File: config.mk
export PLATFORM = sky130hd
export DESIGN_NAME = config_usb_cdc_tx
export DESIGN_NICKNAME = d
export VERILOG_FILES = /design/src/rtl/config_usb_cdc_pkg.sv /design/src/rtl/config_tx_word_fifo.sv /design/src/rtl/config_usb_cdc_tx.sv
export SDC_FILE = /design/constraint.sdc
export NUM_CORES = 1
export LEC_CHECK = 0
export ABC_AREA = 1
export BUFFER_PORTS_ARGS = -buffer_cell sky130_fd_sc_hd__buf_2
export CAP_MARGIN = 0
export CORE_UTILIZATION = 29
export DETAILED_ROUTE_END_ITERATION = 6
export GPL_ROUTABILITY_DRIVEN = 0
export HOLD_SLACK_MARGIN = 0.06
export SLEW_MARGIN = 5
export SYNTH_ARGS = -nofsm -noshare
export SYNTH_HDL_FRONTEND = slang
export SYNTH_SLANG_ARGS = --single-unit
File: constraint.sdc
create_clock -name clk_i -period 4.75 [get_ports clk_i]
set_input_delay 0.7125 -clock clk_i [delete_from_list [all_inputs] [get_ports clk_i]]
set_output_delay 0.7125 -clock clk_i [all_outputs]
set_load 0.005 [all_outputs]
File: src/rtl/config_usb_cdc_pkg.sv
// config_usb_cdc_pkg: sync bytes, command codes and TX FSM states shared by the CDC config link.
// CSUM state only exists when CONFIG_USB_CDC_TX_CHECKSUM_EN is defined.
package config_usb_cdc_pkg;
    localparam logic [7:0] SYNC0         = 8'h00;
    localparam logic [7:0] SYNC1         = 8'hAA;
    localparam logic [7:0] SYNC2         = 8'hFF;
    localparam logic [7:0] CMD_WRITE     = 8'h01;
    localparam logic [7:0] CMD_WRITE_ALT = 8'h02;
    localparam logic [7:0] CMD_READBACK  = 8'h03;
`ifdef CONFIG_USB_CDC_TX_CHECKSUM_EN
    typedef enum logic [1:0] {IDLE, HEADER, DATA, CSUM} tx_state_t;
`else
    typedef enum logic [1:0] {IDLE, HEADER, DATA} tx_state_t;
`endif
endpackage

File: src/rtl/config_tx_word_fifo.sv
// config_tx_word_fifo: synchronous FIFO; push at full and pop at empty are ignored.
module config_tx_word_fifo #(
    parameter int WIDTH = 32,
    parameter int DEPTH = 4
) (
    input  logic                     clk_i,
    input  logic                     reset_i,
    input  logic                     push,
    input  logic [WIDTH-1:0]         wdata,
    input  logic                     pop,
    output logic [WIDTH-1:0]         rdata,
    output logic                     full,
    output logic                     empty,
    output logic [$clog2(DEPTH):0]   count
);
    localparam int AW = $clog2(DEPTH);
    logic [WIDTH-1:0] mem [DEPTH];
    logic [AW-1:0] wr_ptr, rd_ptr;
    logic do_push, do_pop;
    assign full    = count == (AW+1)'(DEPTH);
    assign empty   = count == '0;
    assign do_push = push && !full;
    assign do_pop  = pop && !empty;
    assign rdata   = mem[rd_ptr];
    always_ff @(posedge clk_i or posedge reset_i) begin
        if (reset_i) begin
            wr_ptr <= '0;
            rd_ptr <= '0;
            count  <= '0;
        end else begin
            if (do_push) wr_ptr <= wr_ptr + 1'b1;
            if (do_pop) rd_ptr <= rd_ptr + 1'b1;
            count <= count + (AW+1)'(do_push) - (AW+1)'(do_pop);
        end
    end
    always_ff @(posedge clk_i) begin
        if (do_push) mem[wr_ptr] <= wdata;
    end
endmodule

File: src/rtl/config_usb_cdc_tx.sv
// config_usb_cdc_tx: frames buffered 32-bit words as 00 AA FF <cmd> + MSB-first payload on the CDC IN stream.
// Define CONFIG_USB_CDC_TX_CHECKSUM_EN to append an XOR checksum byte over the payload.
module config_usb_cdc_tx
    import config_usb_cdc_pkg::*;
#(
    parameter int         WORDS_PER_FRAME = 4,
    parameter int         FIFO_DEPTH      = 4,
    parameter logic [7:0] RESPONSE_CMD    = CMD_READBACK
) (
    input  logic        clk_i,
    input  logic        reset_i,
    input  logic [31:0] word_data_i,
    input  logic        word_valid_i,
    output logic        word_ready_o,
    output logic [7:0]  in_data_o,
    output logic        in_valid_o,
    input  logic        in_ready_i,
    output logic        busy_o,
    output logic        frame_done_o
);
    localparam int CW = $clog2(FIFO_DEPTH) + 1;
    tx_state_t state;
    logic [1:0] idx;
    logic [23:0] sh;
    logic [7:0] wcnt, hdr_next;
    logic [31:0] fifo_rdata;
    logic [CW-1:0] fifo_count;
    logic fifo_full, fifo_empty, fifo_pop, rdy_q, hs, last_byte, more;
`ifdef CONFIG_USB_CDC_TX_CHECKSUM_EN
    logic [7:0] csum;
`endif
    config_tx_word_fifo #(.WIDTH(32), .DEPTH(FIFO_DEPTH)) u_fifo (
        .clk_i   (clk_i),
        .reset_i (reset_i),
        .push    (word_valid_i && word_ready_o),
        .wdata   (word_data_i),
        .pop     (fifo_pop),
        .rdata   (fifo_rdata),
        .full    (fifo_full),
        .empty   (fifo_empty),
        .count   (fifo_count)
    );
    assign word_ready_o = rdy_q && !fifo_full;
    assign busy_o       = state != IDLE;
    assign hs           = in_valid_o && in_ready_i;
    assign last_byte    = hs && idx == 2'd3;
    assign more         = wcnt != 8'(WORDS_PER_FRAME);
    assign hdr_next     = (idx == 2'd0) ? SYNC1 : (idx == 2'd1) ? SYNC2 : RESPONSE_CMD;
    // Fetch a word when starved in DATA or right at the boundary byte so bytes stay back-to-back
    assign fifo_pop = !fifo_empty && ((state == DATA && !in_valid_o) ||
                      (last_byte && (state == HEADER || (state == DATA && more))));
    always_ff @(posedge clk_i or posedge reset_i) begin
        if (reset_i) begin
            rdy_q        <= 1'b0;
            state        <= IDLE;
            idx          <= '0;
            sh           <= '0;
            wcnt         <= '0;
            in_valid_o   <= 1'b0;
            in_data_o    <= 8'h00;
            frame_done_o <= 1'b0;
`ifdef CONFIG_USB_CDC_TX_CHECKSUM_EN
            csum         <= '0;
`endif
        end else begin
            rdy_q        <= 1'b1;
            frame_done_o <= 1'b0;
            case (state)
                IDLE: if (fifo_count != '0) begin
                    state      <= HEADER;
                    in_data_o  <= SYNC0;
                    in_valid_o <= 1'b1;
                    idx        <= '0;
                    wcnt       <= '0;
                end
                HEADER: if (hs) begin
                    idx       <= idx + 2'd1;
                    in_data_o <= hdr_next;
                    if (idx == 2'd3) begin
                        state      <= DATA;
                        in_valid_o <= 1'b0;
                    end
                end
                DATA: if (hs && idx != 2'd3) begin
                    in_data_o <= sh[23:16];
                    sh        <= {sh[15:0], 8'h00};
                    idx       <= idx + 2'd1;
                end else if (hs && !more) begin
`ifdef CONFIG_USB_CDC_TX_CHECKSUM_EN
                    state     <= CSUM;
                    in_data_o <= csum ^ in_data_o;
`else
                    state        <= IDLE;
                    in_valid_o   <= 1'b0;
                    frame_done_o <= 1'b1;
`endif
                end else if (hs) begin
                    in_valid_o <= 1'b0;
                end
`ifdef CONFIG_USB_CDC_TX_CHECKSUM_EN
                CSUM: if (hs) begin
                    state        <= IDLE;
                    in_valid_o   <= 1'b0;
                    frame_done_o <= 1'b1;
                end
`endif
                default: state <= IDLE;
            endcase
            if (fifo_pop) begin
                state      <= DATA;
                sh         <= fifo_rdata[23:0];
                in_data_o  <= fifo_rdata[31:24];
                in_valid_o <= 1'b1;
                idx        <= '0;
                wcnt       <= wcnt + 8'd1;
            end
`ifdef CONFIG_USB_CDC_TX_CHECKSUM_EN
            if (state == IDLE) csum <= '0;
            else if (state == DATA && hs) csum <= csum ^ in_data_o;
`endif
        end
    end
endmodule

==> out/qor.yml, run 1 <==
synthesis:
  syn_nets: 745
  synth_top_family_by_area: "simple AND/OR/NAND/NOR gates"
  synthAdderAreaFrac_pct: 2.69
  synth_mux_area_share_pct: 0
  async_reset_ff_share_pct: 29.7
  synth_area_per_cell_sq_um: 11.1
  ys_seq_area_share_pct: 67.3
  ys_ff_latch: 182
  yosys.area_share.simple_pct: 11.6
  ys_types: 34
  synth_compound_area_share_pct: 11.2
  yosys_warnings: 0
  netlist_area_sq_um: 7720
  syn_inst: 693
  ys.flop_type: "edfxtp_1"
  synth_edf_count: 128
  synth_xor_area_share_pct: 1.13
clock_network:
  clk_pin_slew_worst_paths_ns: 0.07
  clkLatencyLatePin_ns: 0.44
  cts_buffers: 17
  cts_resized: 0
  cts_root_buffer: "clkbuf_16"
  ctsHoldBuffers: 0
  postCtsSetupBuffers: 0
  tritoncts: "done"
  htree_levels: 4
  cts.sinks: 182
  cts_max_path_buffers: 2
routing:
  drtIter0Drc: 378
  firstDrtPassIters: 5
  viasPerCell: 4.53
  drt-total-wl_mm: 16.3
  via_count: 4911
  drcViolationCount: 0
  avgRoutedWirePerCell_um: 15.0
  ant_nets: 0
run_status:
  status: "complete, no violations"
power:
  p_total_mw: 5.35
  sw_frac_of_total_pct: 35.9
  clkPwrFrac_pct: 29.0
  cellLeakagePower_nw: 3.57
  switchingPower_mw: 1.92
  internal-power_mw: 3.43
  power_frac_comb_pct: 31.7
  vdd_drop_max_mv: 0.286
  seqPwrFrac_pct: 39.3
  power_density_nw_per_um2: 598
worst_hold_path:
  hold_class: "input port to async pin"
final_layout:
  nets: 788
  final_cell_mix: "edfxtp_1, nor2_1, o21ai_0"
  num_antenna_cells: 0
  fillers: 2571
  layout_commonest_cell: "edfxtp_1"
  multi_input_area_sq_um: 2070
  drive_gt1_share_pct: 14.3
  seqCellArea_sq_um: 5190
  area_growth_pct: 15.9
global_routing:
  grt_pass1_vias: 4784
  grt_pass1_wl_mm: 26.1
  antenna_found_initial: 2
  grt.overflow.total: 0
  grt_max_degree: 58
  grt_use_total_pct: 13.0
floorplan:
  die_x_um: 165
  rows: 59
  start_util_pct: 29.6
  io_pins: 48
  dieArea_sq_um: 27300
  dieHeight_um: 165
  core_area_sq_um: 26100
critical_path:
  crit_type: "flop to flop"
  crit_slowest_cell: "nand2_2"
  worstSetupStartpointType: "flop"
  crit_path_end_kind: "flop"
  cp_cell_sequence: "inv_1 > ha_1 > nand3_1 > o21ai_1 > nand2_1 > nand2_1 > nand2_1 > nand2_2 > inv_1 > ha_1 > inv_1 > ha_1 > fa_1 > xor2_1"
  arrival_ns: 3.20
  cpPeakStageDelay_ns: 0.50
  path_max_fanout: 31
  cp.required_ns: 5.06
timing:
  post-route-period-util_pct: 60.9
  period_needed_ns: 2.89
  max_slew_margin_pct: 41.8
  setup_violations: 0
  slew_viol_final: 0
  timing.hold.ws_ns: 0.469
  hold_viol: 0
  fmax_mhz: 346
  worstMarginPinSlew_ns: 0.871
  clock_skew_ns: 0.0101
  rsz0062_at_grt: "no"
  fin_tns_setup_ns: 0
run:
  max-cap-violations: 0
place:
  io_buffers: 47
  hpwl_mm: 9.89
power by group through the flow:
stage,registers [mW],clock network [mW],logic [mW]
detailed placement,2.13,0,1.71
global route,2.12,1.63,1.95
floorplan,2.11,0,1.28
global placement,2.12,0,1.69
finish,2.10,1.55,1.70
CTS,2.10,1.58,1.72
flip-flops by register name, indices dropped and copies added, names as in the netlist:
signal / flops
state: 2
idx: 2
u_fifo.mem: 128
in_data_o: 8
sh: 24
rdy_q: 1
u_fifo.rd_ptr: 2
frame_done_o: 1
wcnt: 8
in_valid_o: 1
u_fifo.count: 3
u_fifo.wr_ptr: 2
routing by layer:
layer / GRT usage, % / routed length [um] / up-vias
met5: 0 / 23 / -
met4: 4.75 / 200 / 4
met3: 3.12 / 709 / 20
met2: 20.8 / 7990 / 94
met1: 17.0 / 7390 / 2352
li1: - / - / 2441
synth_stat cells, types with 3 or more instances:
cell | number | area share [%]
ha_1 | 15 | 2.4
buf_6 | 4 | 0.58
nand2_2 | 3 | 0.24
o21a_1 | 3 | 0.29
o21ai_1 | 4 | 0.26
o22ai_1 | 17 | 1.4
o221ai_1 | 5 | 0.57
clkbuf_1 | 21 | 1.0
buf_2 | 4 | 0.26
xor2_1 | 8 | 0.91
buf_4 | 3 | 0.29
nand3_1 | 19 | 1.2
nor3_1 | 7 | 0.45
edfxtp_1 | 128 | 50
nand4_1 | 3 | 0.24
nor2_1 | 98 | 4.8
o21ai_0 | 91 | 5.9
dfrtp_1 | 54 | 18
nand2_1 | 87 | 4.2
o22ai_2 | 4 | 0.65
inv_1 | 73 | 3.5
a21oi_1 | 26 | 1.7
worst paths after layout:
path	slack, ns	cells after the start	endpoint	start
setup / recovery	1.86	14	u_fifo.count[2]	wcnt[0]
hold / removal	0.47	3	wcnt[3]	reset_i
setup reg to reg	1.86	14	u_fifo.count[2]	wcnt[0]
hold reg to reg	0.47	2	in_data_o[6]	in_data_o[6]
max in group asynchronous	3.84	3	sh[10]	reset_i
min in group clk_i	0.47	2	in_data_o[6]	in_data_o[6]
cell type report:
type | instances | share of cell area, %
Tap cell | 335 | 4.69
Multi-Input combinational cell | 403 | 23.2
Clock buffer | 17 | 4.76
Inverter | 75 | 3.15
Sequential cell | 182 | 58.1
Clock inverter | 15 | 2.69
Timing Repair Buffer | 57 | 3.47
cells by family after synthesis:
| kind of cell | Yosys count |
|---|---|
| AOI/OAI and AO/OA | 155 |
| xor gates and xnor gates | 10 |
| adders and majority gates | 16 |
| buffers and inverters | 108 |
| DFF | 182 |
| other | 1 |
| and+or+nand+nor | 221 |
through the flow:
| stage | utilization, % | instances | worst slack (ns) | cell area (sq um) |
|---|---|---|---|---|
| 2_1_floorplan | - | 693 | 2.11 | 7720 |
| 3_3_place_gp | 31.8 | 1052 | 1.84 | 8280 |
| 3_5_place_dp | 31.8 | 1052 | 1.84 | 8280 |
| 4_1_cts | 34.3 | 1084 | 1.84 | 8940 |
| 5_1_grt | 34.3 | 1084 | 1.64 | 8940 |
| 6_report | 34.3 | 1084 | 1.86 | 8940 |
worst max-delay path, delay by kind of cell (launching register included):
family	cells	cell delay (ns)
xor+xnor	1	0.16
fa+ha+maj	4	1.02
compound gates	1	0.14
simple gates	5	0.76
buf+inv	3	0.29
flops	1	0.40
Power figures use the tool's default switching activity.
==> run 2, diff against run 1 <==
- clock period: 4.75 -> 2.5 ns (I/O delays scaled with it)
==> out/qor.yml, run 2 (same netlist as run 1, synthesis figures left out) <==
run_status:
  status: "complete, no violations"  # unchanged
power:
  sw_frac_of_total_pct: 36.8  # was 35.9%
  internal-power_mw: 6.19  # was 3.43 mW
  vdd_drop_max_mv: 0.562  # was 0.286 mV
  switchingPower_mw: 3.61  # was 1.92 mW
  clkPwrFrac_pct: 25.2  # was 29.0%
  power_frac_comb_pct: 34.1  # was 31.7%
  cellLeakagePower_nw: 3.56  # was 3.57 nW
  power_density_nw_per_um2: 1090  # was 598 nW/um^2
  p_total_mw: 9.80  # was 5.35 mW
  seqPwrFrac_pct: 40.7  # was 39.3%
routing:
  viasPerCell: 4.57  # was 4.53
  ant_nets: 0  # unchanged
  drtIter0Drc: 280  # was 378
  drcViolationCount: 0  # unchanged
  firstDrtPassIters: 4  # was 5
  drt-total-wl_mm: 16.0  # was 16.3 mm
  avgRoutedWirePerCell_um: 14.7  # was 15.0 um
  via_count: 4985  # was 4911
global_routing:
  grt_max_degree: 58  # unchanged
  grt.overflow.total: 0  # unchanged
  antenna_found_initial: 0  # was 2
  grt_pass1_vias: 4780  # was 4784
  grt_use_total_pct: 12.6  # was 13.0%
  grt_pass1_wl_mm: 25.9  # was 26.1 mm
clock_network:
  cts_max_path_buffers: 2  # unchanged
  postCtsSetupBuffers: 0  # unchanged
  cts_root_buffer: "clkbuf_16"  # unchanged
  htree_levels: 4  # unchanged
  tritoncts: "done"  # unchanged
  clk_pin_slew_worst_paths_ns: 0.07  # about the same
  cts.sinks: 182  # unchanged
  clkLatencyLatePin_ns: 0.43  # was 0.44 ns
  cts_buffers: 17  # unchanged
critical_path:
  r2r_start: "wcnt[0]"  # unchanged
  crit_path_end_kind: "flop"  # unchanged
  cp.required_ns: 2.80  # was 5.06 ns
  crit_slowest_cell: "dfrtp_1"  # was nand2_2
  cpPeakStageDelay_ns: 0.41  # was 0.50 ns
  crit_type: "flop to flop"  # unchanged
  critPathBufInv: 3  # unchanged
  worstSetupStartpointType: "flop"  # unchanged
  cp_cell_sequence: "inv_1 > ha_1 > nand3_1 > o21ai_1 > nand2_1 > nand2_1 > nand2_1 > nand2_2 > inv_1 > ha_1 > inv_1 > ha_1 > fa_1 > xor2_1"  # unchanged
  arrival_ns: 2.67  # was 3.20 ns
  crit_family: "adder cells"  # unchanged
  path_max_fanout: 4  # was 31
  crit_start: "wcnt[0]"  # unchanged
final_layout:
  reg_top3: "u_fifo.mem: 128 flops, sh: 24 flops"  # unchanged
  final_cell_mix: "edfxtp_1, nor2_1, o21ai_0"  # unchanged
  layout_commonest_cell: "edfxtp_1"  # unchanged
  seqCellArea_sq_um: 5190  # unchanged
  drive_gt1_share_pct: 15.1  # was 14.3%
  multi_input_area_sq_um: 2080  # was 2070 sq um
  top_register: "u_fifo.mem"  # unchanged
  fillers: 2576  # was 2571
  num_antenna_cells: 0  # unchanged
  largest_register_ffs: 128  # unchanged
  nets: 796  # was 788
  area_growth_pct: 16.2  # was 15.9%
  post-route-cell-area_sq_um: 8970  # was 8940 sq um
floorplan:
  dieHeight_um: 165  # unchanged
  start_util_pct: 29.6  # unchanged
  rows: 59  # unchanged
  dieArea_sq_um: 27300  # unchanged
  core_area_sq_um: 26100  # unchanged
  io_pins: 48  # unchanged
  die_x_um: 165  # unchanged
timing:
  hold_viol: 0  # unchanged
  timing.hold.ws_ns: 0.160  # was 0.469 ns
  rsz0062_at_grt: "yes"  # was no
  slew_viol_final: 0  # unchanged
  setup_violations: 0  # unchanged
  period_needed_ns: 2.36  # was 2.89 ns
  post-route-period-util_pct: 94.6  # was 60.9%
  max_slew_margin_pct: 59.2  # was 41.8%
  fmax_mhz: 423  # was 346 MHz
  worstMarginPinSlew_ns: 0.612  # was 0.871 ns
  clock_skew_ns: 0.0176  # was 0.0101 ns
run:
  max-cap-violations: 0  # unchanged
worst_hold_path:
  hold_class: "input port to flop"  # was input port to async pin
  min_from: "word_data_i[21]"
place:
  io_buffers: 47  # unchanged
  place_area_sq_um: 8390  # was 8280 sq um
  hpwl_mm: 10.0  # was 9.89 mm
run 2: worst register-to-register path, stage by stage, from the launching register on:
cell,delay (ns)
dfrtp_1,0.41
inv_1,0.11
ha_1,0.16
nand3_1,0.10
o21ai_1,0.14
nand2_1,0.06
nand2_1,0.05
nand2_1,0.05
nand2_2,0.07
inv_1,0.06
ha_1,0.26
inv_1,0.04
ha_1,0.18
fa_1,0.38
xor2_1,0.17
run 2: worst paths after layout:
kind	end	slack, ns	cells past startpoint
max	u_fifo.count[2]	0.14	14
min	u_fifo.mem[0][21]	0.16	1
max reg2reg	u_fifo.count[2]	0.14	14
min reg2reg	in_data_o[4]	0.47	2
max in group asynchronous	idx[0]	1.29	4
min in group asynchronous	rdy_q	0.56	3
run 2: power by group through the flow:
stage / clock network (mW) / registers, mW / logic (mW)
detailed placement: 0 / 4.05 / 3.35
floorplan: 0 / 4.02 / 2.43
global route: 2.64 / 4.04 / 3.82
global placement: 0 / 4.04 / 3.29
finish: 2.47 / 3.99 / 3.34
CTS: 2.53 / 3.99 / 3.36
run 2: metal layers:
layer,global-route usage (%),part of all wire [%]
met2,20.4,48
met3,2.25,3.0
met5,0,0
met4,4.75,1.1
met1,16.8,47
run 2: layout make-up:
class,instances,area share [%]
flip-flops and latches,182,57.9
clock inverters,14,1.37
repair buffers,65,4.90
multi-input cells,403,23.2
inverters,75,3.18
well taps,335,4.67
clock buffers,18,4.79
run 2: repair_timing:
item                                    4_1_cts  5_1_grt
endpoints found under the hold margin        24        0
resized for setup                             0        3
hold buffers                                  1        0
endpoints found under the setup margin        0       10
run 2: per-stage QoR:
step           setup TNS, ns  util, %  instances  setup WS (ns)
6_report                   0     34.4       1092          0.136
5_1_grt             -0.00268     34.4       1092       -0.00268
4_1_cts                    0     34.4       1092          0.153
3_5_place_dp               0     32.2       1059          0.172
3_3_place_gp               0     32.2       1059          0.216
2_1_floorplan         -13.60        -        693         -0.106
